File: config.mk
export PLATFORM = sky130hd
export DESIGN_NAME = sys_bridge
export DESIGN_NICKNAME = d
export VERILOG_FILES = /design/src/rtl/sys_bridge_pkg.sv /design/src/rtl/sys_bridge_timer_counter.sv /design/src/rtl/sys_bridge.sv
export SDC_FILE = /design/constraint.sdc
export NUM_CORES = 1
export LEC_CHECK = 0
export BUFFER_PORTS_ARGS = -buffer_cell sky130_fd_sc_hd__buf_2
export CELL_PAD_IN_SITES_DETAIL_PLACEMENT = 0
export CELL_PAD_IN_SITES_GLOBAL_PLACEMENT = 1
export CORE_UTILIZATION = 29
export CTS_CLUSTER_SIZE = 24
export DETAILED_ROUTE_END_ITERATION = 8
export GPL_ROUTABILITY_DRIVEN = 1
export PLACE_DENSITY_LB_ADDON = 0.1
export SYNTH_ARGS = -nofsm -noshare
export SYNTH_HDL_FRONTEND = slang
export SYNTH_SLANG_ARGS = --single-unit
export TNS_END_PERCENT = 20
File: constraint.sdc
create_clock -name clk -period 2.8 [get_ports clk]
set_input_delay 0 -clock clk [delete_from_list [all_inputs] [get_ports clk]]
set_output_delay 0 -clock clk [all_outputs]
set_load 0.02 [all_outputs]
File: src/rtl/sys_bridge_pkg.sv
// Shared definitions for the processor-bus bridge: register map, CTRL fields,
// timer modes and timer FSM states.
package sys_bridge_pkg;

    localparam logic [31:0] TIMER0_BASE_DEFAULT = 32'h0000_7F00;
    localparam logic [31:0] TIMER1_BASE_DEFAULT = 32'h0000_7F10;

    // Word offsets within a 16-byte timer window (PrAddr[3:2]).
    localparam logic [1:0] OFF_CTRL   = 2'd0;
    localparam logic [1:0] OFF_PRESET = 2'd1;
    localparam logic [1:0] OFF_COUNT  = 2'd2;

    localparam int CTRL_EN       = 0;
    localparam int CTRL_MODE_LSB = 1;
    localparam int CTRL_IM       = 3;

    typedef enum logic [1:0] {
        MODE_ONESHOT = 2'b00,
        MODE_AUTO    = 2'b01
    } timer_mode_e;

    typedef enum logic [1:0] {
        ST_IDLE,
        ST_LOAD,
        ST_CNT,
        ST_INT
    } timer_state_e;

    function automatic logic in_window(input logic [31:0] addr, input logic [31:0] base);
        return addr[31:4] == base[31:4];
    endfunction

endpackage

File: src/rtl/sys_bridge_timer_counter.sv
// One memory-mapped countdown timer: CTRL/PRESET/COUNT registers, the
// IDLE/LOAD/CNT/INT sequencer and the pending flag behind its interrupt.
module timer_counter
    import sys_bridge_pkg::*;
(
    input  logic        clk,
    input  logic        rst_n,
    input  logic        sel,
    input  logic [1:0]  offset,
    input  logic        we,
    input  logic [31:0] wdata,
    output logic [31:0] rdata,
    output logic        irq
);

    logic [3:0]   ctrl;
    logic [31:0]  preset;
    logic [31:0]  count;
    logic         pending;
    timer_state_e state;

    logic ctrl_wr;
    logic preset_wr;
    logic auto_reload;

    assign ctrl_wr     = sel && we && (offset == OFF_CTRL);
    assign preset_wr   = sel && we && (offset == OFF_PRESET);
    assign auto_reload = (ctrl[CTRL_MODE_LSB+1:CTRL_MODE_LSB] == MODE_AUTO);
    assign irq         = pending & ctrl[CTRL_IM];

    always_ff @(posedge clk or negedge rst_n) begin
        if (!rst_n) begin
            ctrl    <= '0;
            preset  <= '0;
            count   <= '0;
            pending <= 1'b0;
            state   <= ST_IDLE;
        end else begin
            case (state)
                ST_IDLE: if (ctrl[CTRL_EN]) state <= ST_LOAD;
                ST_LOAD: begin
                    // A zero preset counts like a preset of one.
                    count <= (preset == '0) ? 32'd1 : preset;
                    state <= ST_CNT;
                end
                ST_CNT: begin
                    if (!ctrl[CTRL_EN]) begin
                        state <= ST_IDLE;
                    end else if (count > 32'd1) begin
                        count <= count - 32'd1;
                    end else begin
                        count   <= '0;
                        pending <= 1'b1;
                        state   <= ST_INT;
                    end
                end
                ST_INT: begin
                    if (auto_reload) begin
                        pending <= 1'b0;
                        state   <= ST_LOAD;
                    end else begin
                        ctrl[CTRL_EN] <= 1'b0;
                        state         <= ST_IDLE;
                    end
                end
                default: state <= ST_IDLE;
            endcase

            // NOTE: all updates here are non-blocking, so the CPU write below,
            // being the last assignment, overrides the FSM's Enable clear and
            // pending set when both land on the same edge.
            if (ctrl_wr) begin
                ctrl    <= wdata[3:0];
                pending <= 1'b0;
            end
            if (preset_wr) preset <= wdata;
        end
    end

    // NOTE: rdata gets a default before the case so no latch is inferred.
    always_comb begin
        rdata = '0;
        if (sel) begin
            case (offset)
                OFF_CTRL:   rdata = {28'd0, ctrl};
                OFF_PRESET: rdata = preset;
                OFF_COUNT:  rdata = count;
                default:    rdata = '0;
            endcase
        end
    end

endmodule

File: src/rtl/sys_bridge.sv
// Processor-bus bridge: decodes PrAddr to timer windows, returns PrRD and builds
// HWInt[7:2]. Timer 1 exists only when SYS_BRIDGE_TIMER1_EN is defined.
module sys_bridge
    import sys_bridge_pkg::*;
#(
    parameter logic [31:0] TIMER0_BASE     = TIMER0_BASE_DEFAULT,
    parameter logic [31:0] TIMER1_BASE     = TIMER1_BASE_DEFAULT,
    parameter int          EXT_SYNC_STAGES = 2
) (
    input  logic        clk,
    input  logic        reset,
    input  logic [31:0] PrAddr,
    input  logic [31:0] PrWD,
    input  logic        PrWE,
    output logic [31:0] PrRD,
    input  logic [3:0]  ExtInt,
    output logic [7:2]  HWInt
);

    logic [31:0] rd0;
    logic [31:0] rd1;
    logic        irq0;
    logic        irq1;
    logic        unused_addr_bits;

    logic [EXT_SYNC_STAGES-1:0][3:0] ext_sync;

    assign unused_addr_bits = ^PrAddr[1:0];

    timer_counter u_timer0 (
        .clk    (clk),
        .rst_n  (reset),
        .sel    (in_window(PrAddr, TIMER0_BASE)),
        .offset (PrAddr[3:2]),
        .we     (PrWE),
        .wdata  (PrWD),
        .rdata  (rd0),
        .irq    (irq0)
    );

`ifdef SYS_BRIDGE_TIMER1_EN
    timer_counter u_timer1 (
        .clk    (clk),
        .rst_n  (reset),
        .sel    (in_window(PrAddr, TIMER1_BASE)),
        .offset (PrAddr[3:2]),
        .we     (PrWE),
        .wdata  (PrWD),
        .rdata  (rd1),
        .irq    (irq1)
    );
`else
    logic unused_timer1_hit;
    assign unused_timer1_hit = in_window(PrAddr, TIMER1_BASE);
    assign rd1  = '0;
    assign irq1 = 1'b0;
`endif

    // Each timer drives zero unless selected, so the read path is a plain OR.
    assign PrRD = rd0 | rd1;

    always_ff @(posedge clk or negedge reset) begin
        if (!reset) ext_sync <= '0;
        else        ext_sync <= {ext_sync[EXT_SYNC_STAGES-2:0], ExtInt};
    end

    assign HWInt = {ext_sync[EXT_SYNC_STAGES-1], irq1, irq0};

endmodule

# Word-level counts from Yosys, hierarchy flattened
# Cells that the tools add are included.
# classes
add_sub_neg	1
n_lt_le_gt_ge	1
n_eq_ne	14
n_mux	19
n_bitwise	1
n_reduce_logical	13
# ops
operator	n
$mux 32	4
$pmux 32 s3	1
$pmux 32 s2	1
$gt 32x1->1 const B	1
$logic_not 32->1	1
$sub 32x1->32 const B	1
$eq 28x11->1 const B	1
$mux 1	8
$pmux 2 s4	1
$eq 2x1->1 const B	3
$eq 2x2->1 const B	3
$mux 2	3
$ne 2x1->1 const B	3
$ne 3x1->1 const B	2
$reduce_and 2->1	3
$logic_not 2->1	2
$reduce_and 4->1	1
$reduce_bool 2->1	2
$logic_and 1x1->1	3
$ne 3x2->1 const B	1
$ne 3x3->1 const B	1
$reduce_bool 3->1	1
$pmux 1 s2	1
$and 1x1->1	1
# totals
regBits	79

# Longest topological paths before layout
# Gate-level depths: netlist (run 1).
# logic_depth
ltp_word	5
depth_mapped	9

# Modules after synthesis
# Synthesis (run 1) repeated with hierarchy kept, for this count alone.
# hier_totals
hier_cells	496
area_unflattened_um2	4729.5
# modules_own_cells
module	instances	cells_per_inst	area_each_um2	seq_area_each_um2
timer_counter	1	470	4398.0	1776.7
sys_bridge	1	26	331.6	200.2

# Worst setup path before layout (run 1)
# Ideal clock, no wire load.
# synth_timing
kind	reg2reg
from	register u_timer0.count[19]
to	register u_timer0.count[22]
setup_ps	124
t_arrival_ps	2138
t_required_ps	2676
setup_slack_ps	538
path_stages_with_launch	6
path_buffers	0
synth_period_minus_slack_ps	2262
cell_sequence	dfrtp_1 -> or4_4 -> or4_4 -> or4_1 -> a32oi_1 -> o21ai_1
# synth_between
elab_chain_len	4
elab_cells_between_ends	5
# synth_lines
element	line_no	text
from (decl)	sys_bridge_timer_counter.sv:18	logic [31:0] count;
from (signal assigned)	sys_bridge_timer_counter.sv:43	count <= (preset == '0) ? 32'd1 : preset;
from (signal assigned)	sys_bridge_timer_counter.sv:50	count <= count - 32'd1;
$sub 32x1->32 / $gt 32x1->1 (equally long branches)	sys_bridge_timer_counter.sv:50, sys_bridge_timer_counter.sv:49	
$mux 32 *	sys_bridge_timer_counter.sv:49	end else if (count > 32'd1) begin
$mux 32 *	sys_bridge_timer_counter.sv:47	if (!ctrl[CTRL_EN]) begin
$pmux 32 s2 *	sys_bridge_timer_counter.sv:39	case (state)
# Every way passes the cells marked *; elsewhere a longest branch is shown, timed or not. The select of a mux whose other input is x is not followed.
# A chain may end at the register's enable or synchronous reset.

# Worst setup path in the final report (run 1)
# layout_timing
from	register u_timer0.count[26]
to	register u_timer0.count[18]
# layout_between
elab_chain_len	4
# layout_lines
element	line_no
$gt 32x1->1	sys_bridge_timer_counter.sv:49
$mux 32	sys_bridge_timer_counter.sv:49
$mux 32	sys_bridge_timer_counter.sv:47
$pmux 32 s2	sys_bridge_timer_counter.sv:39
# No other way between the ends. The select of a mux whose other input is x is not followed.

==> key figures, run 1 <==
Global routing
  • Number of global-route vias before repair: 4384
  • Initial antenna violation count: 0
  • Global Route Usage Sum: 19.6%
  • Overflow left after global routing: 0
  • Largest net degree at the start of global routing: 63
  • First-pass GRT wire length: 24100 um

Die
  • Ports placed on the boundary: 109
  • Area of the die: approximately 0.016 mm^2
  • Area of the core region: 0.0148 mm^2
  • Initial standard-cell utilization of the core: between 30 and 40%
  • Row Count: 44
  • Floorplan die width: 126 um
  • Height of the die: 126 um

Power and ir drop
  • P per Cell Area: 434 mW/mm^2
  • IR Drop Worst-Case VDD: 360 uV
  • Leakage dissipation: 0.00280 uW

STA
  • Final critical path time including I/O delays and setup: 2500 ps
  • Post-route clock period utilization: 89.4%
  • Final Max Slew Viols: 0
  • Maximum clock frequency: approximately 0.4 GHz
  • Worst-case setup margin in the final layout: 297 ps
  • Setup skew after layout: 10.2 ps
  • Actual slew at the worst max-slew pin: approximately 870 ps
  • Final setup viols: 0
  • Headroom to the max-slew limit: between 40% and 50%
  • RSZ-0062 raised after global routing: no
  • Final hold violation count: 0
  • Setup total negative slack: 0 ps

Cells and area
  • Layout cells sized above 1: 31.1%
  • Area growth from synthesis to layout: 33.1%
  • Nets@finish: 688
  • Number of inserted diodes: 0

Clocking
  • Number of H-tree levels: 3
  • Clk_lat worst skew: 350 ps
  • Clk buf depth: 2
  • Post-CTS clock slew at the launch and capture registers of the worst setup and hold paths: 60 ps
  • Total clock buffers created by CTS: 9
  • Root Buffer: sky130_fd_sc_hd__clkbuf_16
  • Clock sinks: 79
  • CTS tree: done

Worst setup path
  • Worst Path Buf+Inv: 2
  • Maximum fanout count along the critical path: 12
  • Arrival @ worst endpoint: roughly 2700 ps
  • Standard cell with the maximum stage delay on the critical path: sky130_fd_sc_hd__or4_1
  • Chain of cells forming the critical path: or4_1 -> nor2_1 -> buf_4 -> and4_1 -> nor2_2 -> buf_4 -> a32oi_1 -> o22ai_1
  • Crit-path leading delay family: simple AND/OR/NAND/NOR gates
  • Kind of critical path: reg2reg
  • Required time worst endpoint: 3020 ps
  • CP peak stage delay: 610 ps
  • Most common cell on crit path: sky130_fd_sc_hd__buf_4
  • Critical path capture point type: flop
  • Category of the worst setup path launch point: flop

Synth
  • Warning count from the yosys run: 0
  • Cells after Synth: approximately 480
  • Most used flip-flop cell after synthesis: sky130_fd_sc_hd__dfrtp_1
  • Share of flip-flops with an asynchronous set or reset: 100%
  • Proportion of synthesized chip area in sequential cells: between 40 and 50%
  • Count of flip-flops with a built-in enable after synthesis: 0
  • Post-synth cell types: 55
  • Netlist area before placement: ~0.0044 mm^2
  • Mean area per synthesized cell: 9.31 um^2
  • Post-synthesis sequential element count: 79
  • Net count after synthesis: 550

Placement
  • Input/output buffers: 105
  • Detail Placement HPWL: 10200 um
  • Pre-CTS setup slack: 156 ps
  • Routability-driven placement congestion ratio: a little under 0.8

Flow run
  • Max cap viols: 0

Hold path
  • Hold Crit Class: in2reg

Drt
  • Detail-routed net length per standard cell: 18.2 um
  • Aggregate routed wire length: 14600 um
  • Starting DRC count in detailed routing: 210
  • Vias: 4272
  • Detailed-route vias per instance: 5.31
  • Number of nets with antenna violations after detailed routing: 0
  • Residual DRC count: 0
  • Total iterations of the first detailed-routing run: 7

Run status
  • Status: finished, final reports clean
tightest hold or removal path, delay by kind of cell:
kind | cells | cell delay (ps)
buffers and inverters | 1 | 170
AO/OA/AOI/OAI | 1 | 60
AND/OR/NAND/NOR | 2 | 190
power breakdown:
group | leakage, uW | switching [uW] | internal (uW)
clock | 0.000148 | 490 | 778
sequential | 0.00108 | 1.12 | 1150
combinational | 0.00157 | 70.4 | 77.5
total | 0.00280 | 562 | 2000
layout make-up:
type,instances,area (um^2)
clock buffers,10,229
fillers,1494,8840
inverters,10,37.5
flip-flops and latches,79,1980
well taps,184,230
repair buffers,165,1070
clock inverters,6,85.1
multi-input cells,350,2280
layer usage:
layer	vias up	share of wire, %	routed length [um]	GRT usage [%]
li1	2058	-	-	-
met3	15	3.8	553	3.53
met5	-	0	0	0
met4	0	1.5	226	5.74
met1	2107	48	6950	26.8
met2	92	47	6880	31.8
logic make-up after synthesis:
family / synth area share (%)
muxes: 9.77
other: 0.0844
DFF: 44.5
buffers and inverters: 4.76
AOI/OAI and AO/OA: 18.4
adders and majority gates: 0.563
and+or+nand+nor: 21.9
what timing repair did:
item	CTS	global route
setup endpoints to repair	0	6
resized for setup	0	3
setup buffers	0	0
hold buffers	37	0
endpoints found under the hold margin	100	0
cell usage after synthesis (all sizes together) (3+ instances only):
master | instances | area (um^2)
dfrtp | 79 | 1980
nor2 | 59 | 221
a22oi | 38 | 285
mux2 | 35 | 394
nand2 | 33 | 126
clkbuf | 28 | 106
nand3 | 23 | 115
nor4 | 19 | 119
o21ai | 17 | 85.1
a21oi | 15 | 75.1
nor3 | 14 | 70.1
buf | 10 | 67.6
inv | 10 | 37.5
or4 | 10 | 82.6
nor2b | 6 | 37.5
o22ai | 6 | 37.5
a22o | 5 | 43.8
a32oi | 5 | 43.8
and2 | 4 | 25.0
and3 | 4 | 25.0
mux2i | 4 | 40.0
o211ai | 4 | 30.0
o311ai | 4 | 35.0
or3 | 4 | 25.0
a31oi | 3 | 18.8
nand4 | 3 | 18.8
nor4b | 3 | 32.5
o2bb2ai | 3 | 26.3
or2 | 3 | 18.8
path summary, 6_finish.rpt:
path,cells past startpoint,slack [ps],from,endpoint
min in group asynchronous,2,310,reset,HWInt[7]
min reg2reg,0,350,ext_sync[3],HWInt[7]
min,4,130,PrAddr[3],u_timer0.ctrl[0]
max in group asynchronous,3,1790,reset,u_timer0.preset[19]
max,8,300,u_timer0.count[26],u_timer0.count[18]
max reg2reg,8,300,u_timer0.count[26],u_timer0.count[18]
layout by cell type, fill, tap and decap left out, types with 5 or more instances in the layout:
| cell type | instances |
|---|---|
| sky130_fd_sc_hd__nor3_1 | 13 |
| sky130_fd_sc_hd__a21oi_1 | 14 |
| sky130_fd_sc_hd__dfrtp_1 | 79 |
| sky130_fd_sc_hd__or4_1 | 8 |
| sky130_fd_sc_hd__o21ai_0 | 16 |
| sky130_fd_sc_hd__a22o_1 | 5 |
| sky130_fd_sc_hd__clkbuf_16 | 9 |
| sky130_fd_sc_hd__mux2_2 | 35 |
| sky130_fd_sc_hd__buf_4 | 24 |
| sky130_fd_sc_hd__a32oi_1 | 5 |
| sky130_fd_sc_hd__inv_1 | 10 |
| sky130_fd_sc_hd__nand3_1 | 23 |
| sky130_fd_sc_hd__buf_2 | 104 |
| sky130_fd_sc_hd__dlygate4sd3_1 | 37 |
| sky130_fd_sc_hd__nor4_1 | 19 |
| sky130_fd_sc_hd__a22oi_1 | 38 |
| sky130_fd_sc_hd__nor2_1 | 57 |
| sky130_fd_sc_hd__o22ai_1 | 6 |
| sky130_fd_sc_hd__nand2_1 | 32 |
state kept, by name, indices dropped and copies added, names as in the netlist:
name and cells:
u_timer0.ctrl 4, ext_sync 4, u_timer0.pending 1, HWInt 4, u_timer0.preset 32, u_timer0.count 32, u_timer0.state 2
per-stage QoR:
stage | hold WS (ps) | std cells | utilization, % | power (uW) | cell area [um^2]
global placement | 109 | 751 | 35.3 | 1280 | 5210
global route | 198 | 804 | 40.1 | 2660 | 5910
detailed placement | 110 | 751 | 35.3 | 1280 | 5210
floorplan | -296 | 477 | - | 1200 | 4440
CTS | 128 | 804 | 40.0 | 2610 | 5900
finish | 130 | 804 | 40.1 | 2560 | 5910
Note: power is estimated with default switching activity, not from simulation.
==> inputs of run 2 (changes only) <==
--- a/config.mk
+++ b/config.mk
@@ -12,7 +12,8 @@
 export CTS_CLUSTER_SIZE = 24
 export DETAILED_ROUTE_END_ITERATION = 8
 export GPL_ROUTABILITY_DRIVEN = 1
-export PLACE_DENSITY_LB_ADDON = 0.1
+export PLACE_DENSITY = 0.62
+export SETUP_SLACK_MARGIN = 0.5
 export SYNTH_ARGS = -nofsm -noshare
 export SYNTH_HDL_FRONTEND = slang
 export SYNTH_SLANG_ARGS = --single-unit
==> key figures, run 2 (synthesized netlist as in run 1, its figures left out) <==
Worst setup path
  • Reg2Reg Setup Slack: approximately 420 ps
  • Endpoint of the worst register-to-register path: u_timer0.count[22]
  • Maximum fanout count along the critical path: 5
  • Worst reg2reg path depth: 5
  • Kind of critical path: reg2reg
  • Critical path origin: u_timer0.count[18]
  • Required time worst endpoint: 3040 ps
  • Critical path capture point type: flop
  • Arrival @ worst endpoint: ~2600 ps
  • Reg-to-reg critical path startpoint: u_timer0.count[18]
  • Category of the worst setup path launch point: flop
  • Worst Setup EP: u_timer0.count[22]

Cells and area
  • Number of inserted diodes: 0
  • Layout cells sized above 1: 34.2%
  • Area growth from synthesis to layout: 34.8%
  • Nets@finish: 694
  • Number of non-filler instances in the completed layout: 810
  • Most frequent cells in the layout: 104 x sky130_fd_sc_hd__buf_2, 76 x sky130_fd_sc_hd__dfrtp_1, 55 x sky130_fd_sc_hd__nor2_1
  • Largest registers in the final layout: u_timer0.count: 32 flops, u_timer0.preset: 32 flops
  • Most common cell after layout, fill and taps aside: sky130_fd_sc_hd__buf_2
  • Utilization after layout: 40.6%

Global routing
  • Number of global-route vias before repair: 4399
  • Initial antenna violation count: 0
  • First-pass GRT wire length: 23500 um
  • Overflow left after global routing: 0
  • Global Route Usage Sum: 19.0%
  • Largest net degree at the start of global routing: 80

Clocking
  • CTS tree: done
  • Root Buffer: sky130_fd_sc_hd__clkbuf_16
  • Clk buf depth: 2
  • Number of H-tree levels: 3
  • Clk_lat worst skew: 350 ps
  • Clock sinks: 79
  • Total clock buffers created by CTS: 9
  • Post-CTS clock slew at the launch and capture registers of the worst setup and hold paths: 60 ps

STA
  • Headroom to the max-slew limit: 30.8%
  • Final setup viols: 0
  • Actual slew at the worst max-slew pin: 1040 ps
  • Maximum clock frequency: ~0.42 GHz
  • Post-route clock period utilization: 84.8%
  • Final critical path time including I/O delays and setup: ~2400 ps
  • Final Max Slew Viols: 0
  • Setup skew after layout: 7.15 ps
  • RSZ-0062 raised after global routing: yes
  • Final hold violation count: 0
  • Setup total negative slack: 0 ps

Die
  • Initial standard-cell utilization of the core: 30.1%
  • Area of the die: around 0.016 mm^2
  • Height of the die: roughly 130 um
  • Row Count: 44
  • Floorplan die width: 126 um
  • Ports placed on the boundary: 109
  • Area of the core region: 0.0148 mm^2

Power and ir drop
  • IR Drop Worst-Case VDD: 251 uV
  • Leakage dissipation: 0.00284 uW
  • P per Cell Area: roughly 400 mW/mm^2

Run status
  • Status: finished, final reports clean

Flow run
  • Max cap viols: 0

Placement
  • Detail Placement HPWL: 9970 um
  • Routability-driven placement congestion ratio: 0.805
  • Input/output buffers: 105
  • Number of instances in the placed design: 748

Drt
  • Detail-routed net length per standard cell: roughly 18 um
  • Detailed-route vias per instance: ~5.3
  • Residual DRC count: 0
  • Vias: 4308
  • Number of nets with antenna violations after detailed routing: 0
  • Total iterations of the first detailed-routing run: 4
  • Aggregate routed wire length: 14300 um
  • Starting DRC count in detailed routing: between 200 and 250

Hold path
  • Hold Crit Class: in2reg
==> run 2: changes by cell type in the layout (fill, tap and decap cells not counted), moves of 3 or more <==
cell and delta:
sky130_fd_sc_hd__dfrtp_1 -3, sky130_fd_sc_hd__dfrtp_2 +3, sky130_fd_sc_hd__or4_1 -3, sky130_fd_sc_hd__buf_4 +6
sky130_fd_sc_hd__or4_4 +3
==> run 2: worst min path at each step <==
stage	from	endpoint	depth (start not counted)
finish	PrAddr[3]	u_timer0.ctrl[0]	4
global route	PrAddr[3]	u_timer0.ctrl[0]	4
CTS	PrAddr[3]	u_timer0.ctrl[0]	4
detailed placement	ExtInt[1]	ext_sync[1]	1
global placement	ExtInt[0]	ext_sync[0]	1
floorplan	reset	HWInt[4]	0
==> run 2: critical path, cell delays in order, from the launching register on <==
cell,delay (ps)
sky130_fd_sc_hd__dfrtp_1,410
sky130_fd_sc_hd__or4_4,560
sky130_fd_sc_hd__or4_4,560
sky130_fd_sc_hd__or4_1,480
sky130_fd_sc_hd__a32oi_1,170
sky130_fd_sc_hd__o21ai_1,80
==> run 2: layout make-up <==
| cell class | count | area [um^2] |
|---|---|---|
| clock buffer | 10 | 239 |
| timing repair buffer | 171 | 1120 |
| tap | 184 | 230 |
| clock inverter | 6 | 36.3 |
| fill | 1529 | 8760 |
| sequential | 79 | 1980 |
| inverter | 10 | 37.5 |
| multi-input combinational | 350 | 2350 |
==> run 2: through the flow <==
step	setup WS (ps)	instance area [um^2]	power (uW)	hold slack, ps
2_1_floorplan	538	4440	1200	-296
3_3_place_gp	314	5190	1270	110
6_report	425	5990	2400	112
3_5_place_dp	251	5190	1280	110
5_1_grt	353	5990	2490	136
4_1_cts	430	5910	2440	105
==> run 2: routing by layer <==
layer / GRT usage [%] / wire (um) / vias to the layer above
li1: - / - / 2069
met1: 25.1 / 6700 / 2115
met2: 30.9 / 6730 / 107
met3: 4.21 / 710 / 17
met4: 5.81 / 204 / 0
met5: 0 / 0 / -
==> run 2: power by group <==
part           total (uW)  switching [uW]  internal [uW]
clock                1110             487            619
sequential           1150            1.10           1150
combinational         143            67.7           75.6
total                2400             556           1840
==> run 2: timing repair <==
action	CTS	global route
gates resized for setup	10	12
setup endpoints to repair	30	27
hold buffers	37	0
pin swaps	3	3
setup buffers	5	4
hold endpoints to repair	119	0
gates cloned	0	0
==> inputs of run 3 (changes only) <==
--- a/config.mk
+++ b/config.mk
@@ -12,7 +12,7 @@
 export CTS_CLUSTER_SIZE = 24
 export DETAILED_ROUTE_END_ITERATION = 8
 export GPL_ROUTABILITY_DRIVEN = 1
-export PLACE_DENSITY = 0.62
+export PLACE_DENSITY = 0.64
 export SETUP_SLACK_MARGIN = 0.5
 export SYNTH_ARGS = -nofsm -noshare
 export SYNTH_HDL_FRONTEND = slang
==> constraint.sdc (replaced) <==
create_clock -name clk -period 2.15 [get_ports clk]
set_input_delay 0 -clock clk [delete_from_list [all_inputs] [get_ports clk]]
set_output_delay 0 -clock clk [all_outputs]
set_load 0.02 [all_outputs]
==> key figures, run 3 (synthesized netlist as in run 1, its figures left out) <==
Run status
  • Status: complete, but fails checks
  • Failing checks: negative setup slack

STA
  • Setup skew after layout: 7.69 ps
  • Final Max Slew Viols: 0
  • Post-route clock period utilization: 106%
  • Final setup viols: 12
  • Maximum clock frequency: 0.440 GHz
  • Headroom to the max-slew limit: 61.6%
  • Worst-case setup margin in the final layout: -122 ps
  • Final worst hold slack: 177 ps
  • Final critical path time including I/O delays and setup: 2270 ps
  • Setup total negative slack: -526 ps
  • Final hold violation count: 0
  • Actual slew at the worst max-slew pin: roughly 570 ps
  • RSZ-0062 raised after global routing: yes

Power and ir drop
  • Total power draw: 3370 uW
  • IR Drop Worst-Case VDD: approximately 370 uV
  • P per Cell Area: around 510 mW/mm^2
  • Combinational share of power: 5.7%
  • Portion of total power attributed to the clock network: between 40% and 50%
  • Internal power contribution: 2640 uW
  • Share of power burned in registers: 44.4%
  • Net switching power of the design: 724 uW
  • Sw Ratio: 21.5%
  • Leakage dissipation: 0.00321 uW

Global routing
  • Largest net degree at the start of global routing: 46
  • Global Route Usage Sum: 19.8%
  • Number of global-route vias before repair: 4650
  • Overflow left after global routing: 0
  • First-pass GRT wire length: 24500 um
  • Initial antenna violation count: 0

Worst setup path
  • Endpoint of the worst register-to-register path: u_timer0.count[22]
  • Category of the worst setup path launch point: flop
  • Reg-to-reg critical path startpoint: u_timer0.count[13]
  • Chain of cells forming the critical path: or4_4 -> or4_4 -> or4_1 -> a32oi_1 -> o21ai_1
  • CP peak stage delay: 560 ps
  • Required time worst endpoint: 2390 ps
  • Worst Path Buf+Inv: 0
  • Kind of critical path: reg2reg
  • Maximum fanout count along the critical path: 5
  • Arrival @ worst endpoint: between 2000 and 3000 ps
  • Worst reg2reg path depth: 5
  • Critical path capture point type: flop
  • Reg2Reg Setup Slack: -120 ps
  • Crit-path leading delay family: simple AND/OR/NAND/NOR gates
  • Standard cell with the maximum stage delay on the critical path: sky130_fd_sc_hd__or4_4
  • Most common cell on crit path: sky130_fd_sc_hd__or4_4
  • Critical path origin: u_timer0.count[13]

Clocking
  • Total clock buffers created by CTS: 9
  • Root Buffer: sky130_fd_sc_hd__clkbuf_16
  • Clock sinks: 79
  • Number of H-tree levels: 3
  • CTS tree: done
  • Clk buf depth: 2
  • Clk_lat worst skew: approximately 350 ps
  • Post-CTS clock slew at the launch and capture registers of the worst setup and hold paths: 60 ps

Die
  • Ports placed on the boundary: 109
  • Initial standard-cell utilization of the core: 30.1%
  • Height of the die: 126 um
  • Area of the core region: 0.0148 mm^2
  • Floorplan die width: between 100 and 150 um
  • Area of the die: 0.0158 mm^2
  • Row Count: 44

Drt
  • Number of nets with antenna violations after detailed routing: 0
  • Vias: 4561
  • Residual DRC count: 0
  • Aggregate routed wire length: ~15000 um
  • Detailed-route vias per instance: 5.26
  • Detail-routed net length per standard cell: 17.3 um
  • Starting DRC count in detailed routing: ~290
  • Total iterations of the first detailed-routing run: 5

Cells and area
  • Number of inserted diodes: 0
  • Most common cell after layout, fill and taps aside: sky130_fd_sc_hd__buf_2
  • Most frequent cells in the layout: 104 x sky130_fd_sc_hd__buf_2, 83 x sky130_fd_sc_hd__buf_4, 78 x sky130_fd_sc_hd__dfrtp_1
  • Area growth from synthesis to layout: 47.8%
  • Layout cells sized above 1: 41.0%
  • Largest registers in the final layout: u_timer0.count: 32 flops, u_timer0.preset: 32 flops
  • Filler cells: 1467
  • Number of non-filler instances in the completed layout: between 800 and 900
  • Nets@finish: 751

Placement
  • Pre-CTS setup slack: -174 ps
  • Detail Placement HPWL: 11000 um
  • Routability-driven placement congestion ratio: around 0.9
  • Number of instances in the placed design: 810
  • Input/output buffers: between 100 and 150

Hold path
  • Hold Crit Class: in2async

Flow run
  • Max cap viols: 0
==> run 3: worst register-to-register path, delay by kind of cell (launching register included) <==
kind | cells | cell delay, ps
AND/OR/NAND/NOR | 3 | 1540
AO/OA/AOI/OAI | 2 | 240
flip-flops | 1 | 380
==> run 3: final cells by class <==
class / count / area [um^2] / area share, %
inverter: 10 / 37.5 / 0.572
tap: 184 / 230 / 3.51
timing repair buffer: 228 / 1580 / 24.0
multi-input combinational: 350 / 2420 / 36.8
clock buffer: 11 / 243 / 3.70
sequential: 79 / 1980 / 30.1
clock inverter: 5 / 81.3 / 1.24
==> run 3: power by group through the flow <==
stage	clock (uW)	sequential (uW)	combinational (uW)
after CTS	1720	1500	198
after global routing	1780	1500	214
after global placement	0	1520	143
after floorplan	0	1520	38.6
after detailed placement	0	1520	146
final	1680	1500	193
==> run 3: layer usage <==
layer  GRT usage, %  vias up  routed length, um
met2           32.7      124               7120
met4           6.52        0                225
li1               -     2196                  -
met5              0        -                  0
met3           3.87       15                803
met1           26.0     2226               6840
==> run 3: repair_timing <==
item                       4_1_cts  5_1_grt
hold endpoints to repair        74        0
pin swaps                        4        7
setup endpoints to repair       34       35
hold buffers                    37        0
setup buffers                    2        2
resized for setup               14       27
cloned                           0        0
==> run 3: per-stage QoR <==
step,util (%),instance area (um^2)
final,44.5,6570
after global routing,44.5,6570
after CTS,43.7,6440
after detailed placement,38.5,5680
after global placement,38.5,5680
after floorplan,-,4450
==> run 3: worst max path at each step <==
stage	to	slack, ps	depth (start not counted)
final	u_timer0.count[22]	-120	5
after global routing	u_timer0.count[4]	-180	10
after CTS	u_timer0.count[22]	-120	5
after detailed placement	u_timer0.count[4]	-170	7
after global placement	u_timer0.count[23]	-80	6
after floorplan	u_timer0.count[22]	-90	5
